## src/rtl/wb_arbiter.sv

```systemverilog
// wb_arbiter: round-robin writeback arbiter (ALU / load) feeding an in-order pending-write FIFO.
// Latency: handshake at edge E, empty FIFO, no hold -> wb_en high during the cycle after edge E+1.
// Backpressure: only the granted producer sees ready, and only with FIFO space (a full FIFO frees a slot when it pops).
// Optional feature macro: WB_FWD_EN (forwarding of pending write data through fwd_src/fwd_hit/fwd_val).
module wb_arbiter #(
  parameter int N                 = 32,
  parameter int REG_FILE_ADDR_LEN = 5,
  parameter int FIFO_DEPTH        = 4
) (
  input  logic                              clk,
  input  logic                              rst,
  input  logic                              alu_valid,
  output logic                              alu_ready,
  input  logic [REG_FILE_ADDR_LEN-1:0]      alu_dest,
  input  logic [N-1:0]                      alu_val,
  input  logic                              ld_valid,
  output logic                              ld_ready,
  input  logic [REG_FILE_ADDR_LEN-1:0]      ld_dest,
  input  logic [N-1:0]                      ld_val,
  input  logic                              wb_hold,
  output logic                              wb_en,
  output logic [REG_FILE_ADDR_LEN-1:0]      wb_dest,
  output logic [N-1:0]                      wb_val,
  output logic [2**REG_FILE_ADDR_LEN-1:0]   busy_mask,
  output logic [$clog2(FIFO_DEPTH):0]       count,
  input  logic [REG_FILE_ADDR_LEN-1:0]      fwd_src,
  output logic                              fwd_hit,
  output logic [N-1:0]                      fwd_val
);

  localparam int AW   = $clog2(FIFO_DEPTH);
  localparam int CW   = AW + 1;
  localparam int NREG = 2**REG_FILE_ADDR_LEN;
  localparam logic [CW-1:0] DEPTH_C = CW'(FIFO_DEPTH);

  typedef enum logic {
    GNT_ALU = 1'b0,
    GNT_LD  = 1'b1
  } grant_e;

  typedef struct packed {
    logic [REG_FILE_ADDR_LEN-1:0] dest;
    logic [N-1:0]                 val;
  } entry_t;

  // Arbitration state and handshake qualifiers
  grant_e               last_grant_q, last_grant_d;
  grant_e               cand;
  entry_t               cand_ent;
  logic                 hs;
  logic                 push;
  logic                 pop_now;
  logic                 space;

  // Pending-write queue; occ_q marks live slots so the mask/forward logic can scan them
  entry_t               mem_q [FIFO_DEPTH];
  logic [FIFO_DEPTH-1:0] occ_q, occ_d;
  logic [AW-1:0]        wr_ptr_q, wr_ptr_d;
  logic [AW-1:0]        rd_ptr_q, rd_ptr_d;
  logic [CW-1:0]        count_q, count_d;

  // Registered write port
  logic                 wb_en_q, wb_en_d;
  entry_t               wb_q, wb_d;

  logic [NREG-1:0]      busy_c;

  // Queue can take an entry if not full, or if the head leaves on this same edge
  always_comb begin
    pop_now = (count_q != '0) && !wb_hold;
    space   = (count_q < DEPTH_C) || pop_now;
  end

  // Round-robin candidate selection: with both offering, favour the one not granted last
  always_comb begin
    cand = GNT_ALU;
    if (alu_valid && ld_valid) begin
      cand = (last_grant_q == GNT_ALU) ? GNT_LD : GNT_ALU;
    end else if (ld_valid) begin
      cand = GNT_LD;
    end
    cand_ent.dest = (cand == GNT_LD) ? ld_dest : alu_dest;
    cand_ent.val  = (cand == GNT_LD) ? ld_val  : alu_val;
  end

  // Readies, handshake, enqueue decision; r0 writes are swallowed but still complete
  always_comb begin
    alu_ready    = !rst && alu_valid && (cand == GNT_ALU) && space;
    ld_ready     = !rst && ld_valid  && (cand == GNT_LD)  && space;
    hs           = alu_ready || ld_ready;
    push         = hs && (cand_ent.dest != '0);
    last_grant_d = hs ? cand : last_grant_q;
  end

  // Queue pointer / occupancy / count and write-port next state
  always_comb begin
    occ_d    = occ_q;
    wr_ptr_d = wr_ptr_q;
    rd_ptr_d = rd_ptr_q;
    count_d  = count_q;
    wb_en_d  = pop_now;
    wb_d     = wb_q;
    if (pop_now) begin
      occ_d[rd_ptr_q] = 1'b0;
      rd_ptr_d        = rd_ptr_q + AW'(1);
      wb_d            = mem_q[rd_ptr_q];
    end
    // On a full-queue push+pop the pointers coincide, so the set must come after the clear
    if (push) begin
      occ_d[wr_ptr_q] = 1'b1;
      wr_ptr_d        = wr_ptr_q + AW'(1);
    end
    case ({push, pop_now})
      2'b10:   count_d = count_q + CW'(1);
      2'b01:   count_d = count_q - CW'(1);
      default: count_d = count_q;
    endcase
  end

  // Control state registers
  always_ff @(posedge clk or posedge rst) begin
    if (rst) begin
      last_grant_q <= GNT_ALU;
      occ_q        <= '0;
      wr_ptr_q     <= '0;
      rd_ptr_q     <= '0;
      count_q      <= '0;
      wb_en_q      <= 1'b0;
      wb_q         <= '0;
    end else begin
      last_grant_q <= last_grant_d;
      occ_q        <= occ_d;
      wr_ptr_q     <= wr_ptr_d;
      rd_ptr_q     <= rd_ptr_d;
      count_q      <= count_d;
      wb_en_q      <= wb_en_d;
      wb_q         <= wb_d;
    end
  end

  // Queue storage; contents are only meaningful where occ_q is set, so no reset needed
  always_ff @(posedge clk) begin
    if (push) begin
      mem_q[wr_ptr_q] <= cand_ent;
    end
  end

  // Pending-write mask from live queue slots plus the register currently on the write port
  always_comb begin
    busy_c = '0;
    for (int i = 0; i < FIFO_DEPTH; i++) begin
      if (occ_q[i]) begin
        busy_c[mem_q[i].dest] = 1'b1;
      end
    end
    if (wb_en_q) begin
      busy_c[wb_q.dest] = 1'b1;
    end
    busy_c[0] = 1'b0;
  end

`ifdef WB_FWD_EN
  logic [AW-1:0] fwd_idx;

  // Youngest match wins: start at the write port, then walk the queue oldest to newest
  always_comb begin
    fwd_hit = 1'b0;
    fwd_val = '0;
    fwd_idx = '0;
    if (fwd_src != '0) begin
      if (wb_en_q && (wb_q.dest == fwd_src)) begin
        fwd_hit = 1'b1;
        fwd_val = wb_q.val;
      end
      for (int k = 0; k < FIFO_DEPTH; k++) begin
        fwd_idx = rd_ptr_q + AW'(k);
        if (occ_q[fwd_idx] && (mem_q[fwd_idx].dest == fwd_src)) begin
          fwd_hit = 1'b1;
          fwd_val = mem_q[fwd_idx].val;
        end
      end
    end
  end
`else
  logic fwd_src_unused;

  // Forwarding disabled: lookup port is tied off
  always_comb begin
    fwd_src_unused = ^fwd_src;
    fwd_hit        = 1'b0;
    fwd_val        = '0;
  end
`endif

  assign wb_en     = wb_en_q;
  assign wb_dest   = wb_q.dest;
  assign wb_val    = wb_q.val;
  assign busy_mask = busy_c;
  assign count     = count_q;

endmodule
```

## config.mk

```make
export PLATFORM = sky130hd
export DESIGN_NAME = wb_arbiter
export DESIGN_NICKNAME = d
export VERILOG_FILES = /design/src/rtl/wb_arbiter.sv
export SDC_FILE = /design/constraint.sdc
export NUM_CORES = 1
export LEC_CHECK = 0
export CORE_MARGIN = 2
export CORE_UTILIZATION = 40
export DETAILED_ROUTE_END_ITERATION = 8
export GPL_ROUTABILITY_DRIVEN = 0
export PLACE_DENSITY_LB_ADDON = 0.08
export REMOVE_ABC_BUFFERS = 1
export SYNTH_ARGS = -nofsm -noshare
export SYNTH_HDL_FRONTEND = slang
export SYNTH_SLANG_ARGS = --single-unit
```

## constraint.sdc

```tcl
create_clock -name clk -period 7.1 [get_ports clk]
set_input_delay 1.42 -clock clk [delete_from_list [all_inputs] [get_ports clk]]
set_output_delay 1.42 -clock clk [all_outputs]
set_load 0.01 [all_outputs]
```

==> results.toml, run 1 <==
[pwr]
ir_worst_vdd_mv = 0.176
swShare = 0.319
p_total_uw = 4130
clockPowerShare = 0.225
p_sw_uw = 1320
p_per_area_mw_per_mm2 = 352
pwr-share-seq = 0.440
combPwrFrac = 0.335
leakagePower_uw = 0.00402
p_int_uw = 2810

[die]
die_area_sq_mm = 0.0251
rows = 56
io_pins = 192
dieWidth_microns = 158
coreArea_sq_mm = 0.0234
start_util = 0.407
die_y_microns = 158

[finish]
nFillCells = 2048
drive_gt1_frac = 0.198
syn2layout_area_growth_pct = 23.4
final_common_cell = "clkdlybuf4s50_1"
fin_nets = 888
antenna-diode-count = 0
final_cell_mix = "clkdlybuf4s50_1 (152), edfxtp_1 (148), mux2_2 (76), dfrtp_1 (48), mux4_2 (37)"

[global_route]
grt_first_pass_wirelength_mm = 35.2
global_route.overflow_total = 0
first_global_vias = 6306
grtUsageTotal = 0.189
grt_max_degree = 51
antenna_found_initial = 0

[synthesis]
synthCells = 656
synth_top_family_by_area = "multiplexers"
synth_edf_count = 148
yosysUniqueCellTypes = 49
syn_area_sq_mm = 0.00952
yosys_warnings = 0
synth_top_area_cell = "edfxtp_1"
avgSynthCellArea_sq_um = 14.5
synth_top_area_frac = 0.467
ys.flop_type = "edfxtp_1"
synth_compound_area_frac = 0.0573
synthXorXnorAreaFrac = 0.00460
async_flop_share = 0.253
synth_area_leaders = "edfxtp_1 (47%), dfrtp_1 (13%), mux2_2 (9.0%)"
synth_fa_ha_area_frac = 0.0139
synth.area.mux_share = 0.177
yosys.area_share.simple = 0.100
seq_area_frac_synth = 0.598
synth_seq_cells = 198

[placement]
port_buffers = 152
dp_hpwl_mm = 15.0

[timing]
rsz0062_at_grt = "false"
layout_min_cycle_time_ps = 4920
fin_tns_setup_ps = 0
slew_violations = 0
hold_ws_ps = 509
worst_pin_slew_ps = 1230
fmax_mhz = 203
setup_violations = 0
slew_headroom = 0.171
final-hold-violation-count = 0
finalClockSkew_ps = 10.9
post-route-period-util = 0.692

[job]
maxCapViolCount = 0

[route]
dr.pass1.iters = 8
wl_mm = 22.9
drt-initial-drc-count = 512
wire_per_inst_microns = 20.3
via_per_inst = 5.47
vias = 6160
detail-route-antenna-nets = 0
drc_errors = 1

[clock_tree]
cts_buffers = 17
cts_buffer_depth = 2
hold_buffers = 0
cts_root_buf = "clkbuf_16"
cts_htree_levels = 4
cts_setup_buffers = 0
clock_latency_ps = 430
cts_tree = "done"
cts.clk_slew.worst_paths_ps = 70
clock_sinks = 198
cts_resized = 0

[setup_path]
worst_setup_path_end_kind = "primary output"
required_ps = 5680
path_max_fanout = 32
start_kind = "input port"
worstPathArrival_ps = 3500
worstSetupPathType = "in -> out"

[status]
status = "finished, violations left"
violations = "design-rule violations"

[hold_path]
holdCritPathClass = "reg -> reg"
[per-stage QoR]
step	instance area (sq um)	util	cells	worst slack (ps)
global placement	11200	0.478	1094	2240
detailed placement	11200	0.478	1094	2190
finish	11800	0.502	1126	2180
CTS	11800	0.502	1126	2180
global route	11800	0.502	1126	2060
floorplan	9210	-	619	2990
[cell usage after synthesis (all sizes together) (7+ instances only)]
cell type,number
edfxtp,148
mux2,76
dfrtp,50
buf,49
mux4,37
nand2,31
nand3,29
nor2,29
clkbuf,21
a22oi,20
nor3,19
nand2b,18
a21oi,12
nor2b,11
nand4,10
o22ai,10
ha,9
nand4b,8
a31oi,7
[routing by layer]
metal | GRT usage | wire length [microns] | up-vias
li1 | - | - | 2770
met5 | 0 | 0 | -
met3 | 0.0395 | 1570 | 65
met1 | 0.242 | 9510 | 2994
met2 | 0.314 | 11000 | 331
met4 | 0.0798 | 789 | 0
[flip-flops by register name, summed over array words and instances, names as in the netlist]
name,cells
occ_q,4
rd_ptr_q,2
wb_dest,5
wb_en,1
last_grant_q,1
wb_val,32
count,3
wr_ptr_q,2
mem_q,148
[power groups by stage]
stage / Sequential (uW) / Combinational, uW / Clock [uW]
global placement: 1830 / 1380 / 0
floorplan: 1850 / 741 / 0
detailed placement: 1840 / 1400 / 0
global route: 1860 / 1500 / 998
CTS: 1820 / 1410 / 954
finish: 1820 / 1390 / 930
[worst max-delay path, stage by stage]
cell and delay [ps]:
clkdlybuf4s50_1 500, a21boi_4 380, buf_4 460, and2_1 190, clkdlybuf4s50_1 530
[final timing paths]
check                      slack (ps)                    from  depth (start not counted)                      end
setup / recovery                 2180                ld_valid                          5                 ld_ready
hold / removal                    510  wb_val[17]$_DFFE_PP0N_                          1   wb_val[17]$_DFFE_PP0N_
setup reg to reg                 3960    count[2]$_DFFE_PP0P_                          4   mem_q[3][22]$_DFFE_PP_
hold reg to reg                   510  wb_val[17]$_DFFE_PP0N_                          1   wb_val[17]$_DFFE_PP0N_
max in group asynchronous        4930                     rst                          3  rd_ptr_q[0]$_DFFE_PP0N_
min in group asynchronous        1580                     rst                          3     count[0]$_DFFE_PP0P_
[layout make-up]
cell class / instances / area (sq um) / share of cell area
tap: 319 / 399 / 0.0340
multi-input combinational: 415 / 3510 / 0.298
sequential: 198 / 5700 / 0.485
inverter: 6 / 22.5 / 0.00192
timing repair buffer: 156 / 1550 / 0.132
clock inverter: 13 / 140 / 0.0119
clock buffer: 19 / 433 / 0.0368
[cells by family (layout without fill, tap and decap cells)]
| family | after synthesis | after routing |
|---|---|---|
| other cells | 1 | 34 |
| compound gates | 75 | 75 |
| xor+xnor | 5 | 5 |
| simple gates | 178 | 178 |
| mux | 113 | 113 |
| buf+inv | 76 | 194 |
| flops | 198 | 198 |
| fa+ha+maj | 10 | 10 |
(Power assumes the default switching activity.)
==> run 2, diff against run 1 <==
Clock period 7.1 ns to 4.02 ns, I/O delays scaled along.
==> results.toml, run 2 (synthesized netlist as in run 1, its figures left out) <==
[pwr]
p_per_area_mw_per_mm2 = 624
p_int_uw = 5020
pwr-share-seq = 0.435
clockPowerShare = 0.231
swShare = 0.323
p_sw_uw = 2400
combPwrFrac = 0.334
leakagePower_uw = 0.00409
ir_worst_vdd_mv = 0.324

[finish]
final_cell_mix = "clkdlybuf4s50_1 (152), edfxtp_1 (148), mux2_2 (76), dfrtp_1 (48), mux4_2 (37)"
drive_gt1_frac = 0.210
antenna-diode-count = 0
design_area_sq_mm = 0.0119
largest_register_ffs = 148
top_register = "mem_q"
fin_nets = 897
layout.cells.non_filler = 1135
final_common_cell = "clkdlybuf4s50_1"
syn2layout_area_growth_pct = 24.7
utilization = 0.507

[placement]
port_buffers = 152
dpl_cell_area_sq_mm = 0.0113
dp.cells = 1103
dp_hpwl_mm = 15.9

[die]
die_area_sq_mm = 0.0251
start_util = 0.407
rows = 56
coreArea_sq_mm = 0.0234
io_pins = 192
die_y_microns = 158
dieWidth_microns = 158

[route]
dr.pass1.iters = 5
drt-initial-drc-count = 518
wl_mm = 23.0
via_per_inst = 5.55
vias = 6294
wire_per_inst_microns = 20.3
drc_errors = 0
detail-route-antenna-nets = 0

[timing]
fin_tns_setup_ps = 0
layout_min_cycle_time_ps = 3690
rsz0062_at_grt = "false"
slew_headroom = 0.287
hold_ws_ps = 509
fmax_mhz = 271
setup_violations = 0
worst_pin_slew_ps = 1070
final-hold-violation-count = 0
finalClockSkew_ps = 15.6
post-route-period-util = 0.918
slew_violations = 0

[clock_tree]
cts_root_buf = "clkbuf_16"
cts_buffer_depth = 2
clock_sinks = 198
cts.clk_slew.worst_paths_ps = 80
hold_buffers = 0
cts_buffers = 17
cts_tree = "done"
cts_htree_levels = 4
clock_latency_ps = 430

[hold_path]
holdCritPathClass = "reg -> reg"
whs_path_depth = 1

[status]
status = "complete, no violations"

[global_route]
antenna_found_initial = 0
global_route.overflow_total = 0
grt_first_pass_wirelength_mm = 35.7
first_global_vias = 6408
grtUsageTotal = 0.191
grt_max_degree = 46

[setup_path]
required_ps = 3220
worst_setup_path_end_kind = "primary output"
start_kind = "register"
path_max_fanout = 13
r2r_cells = 9
worstSetupPathType = "reg -> out"
worstPathArrival_ps = 2890

[job]
maxCapViolCount = 0
==> run 2: metrics by stage <==
stage | power [uW] | setup WS (ps)
floorplan | 4570 | 522
global placement | 5710 | 543
detailed placement | 5760 | 524
CTS | 7480 | 470
global route | 7810 | 285
finish | 7410 | 331
==> run 2: area by class of cell <==
class                      count  area, sq um
sequential                   198         5700
timing repair buffer         165         1630
multi-input combinational    415         3510
fill                        2031        11500
clock buffer                  17          425
clock inverter                15          186
tap                          319          399
inverter                       6         22.5
==> run 2: power by group through the flow <==
stage / Clock [uW] / Sequential (uW) / Combinational, uW
2_1_floorplan: 0 / 3260 / 1310
3_3_place_gp: 0 / 3250 / 2460
3_5_place_dp: 0 / 3280 / 2490
4_1_cts: 1750 / 3230 / 2500
5_1_grt: 1830 / 3310 / 2680
6_report: 1710 / 3230 / 2480
==> run 2: metal layers <==
| metal | vias to the layer above | GRT usage | routed length, microns |
|---|---|---|---|
| met5 | - | 0 | 0 |
| met4 | 0 | 0.0807 | 897 |
| met3 | 72 | 0.0397 | 1540 |
| met2 | 340 | 0.312 | 10800 |
| met1 | 3097 | 0.248 | 9810 |
| li1 | 2785 | - | - |
==> run 2: repair_timing <==
item	CTS	global route
buffers inserted	0	0
gates resized for setup	0	1
setup endpoints to repair	0	3
==> run 2: worst paths after layout <==
kind | start | end | slack (ps)
hold / removal | wb_val[4]$_DFFE_PP0N_ | wb_val[4]$_DFFE_PP0N_ | 510
min in group asynchronous | rst | count[2]$_DFFE_PP0P_ | 900
max in group asynchronous | rst | wb_val[23]$_DFFE_PP0N_ | 2310
hold reg to reg | wb_val[4]$_DFFE_PP0N_ | wb_val[4]$_DFFE_PP0N_ | 510
setup / recovery | mem_q[1][34]$_DFFE_PP_ | busy_mask[21] | 330
setup reg to reg | count[2]$_DFFE_PP0P_ | count[2]$_DFFE_PP0P_ | 1410
==> run 2: critical path: stages, from the launching register on <==
cell and delay (ps):
edfxtp_1 720, nor2b_1 820, a21oi_1 160, o221ai_1 170
clkdlybuf4s50_1 600
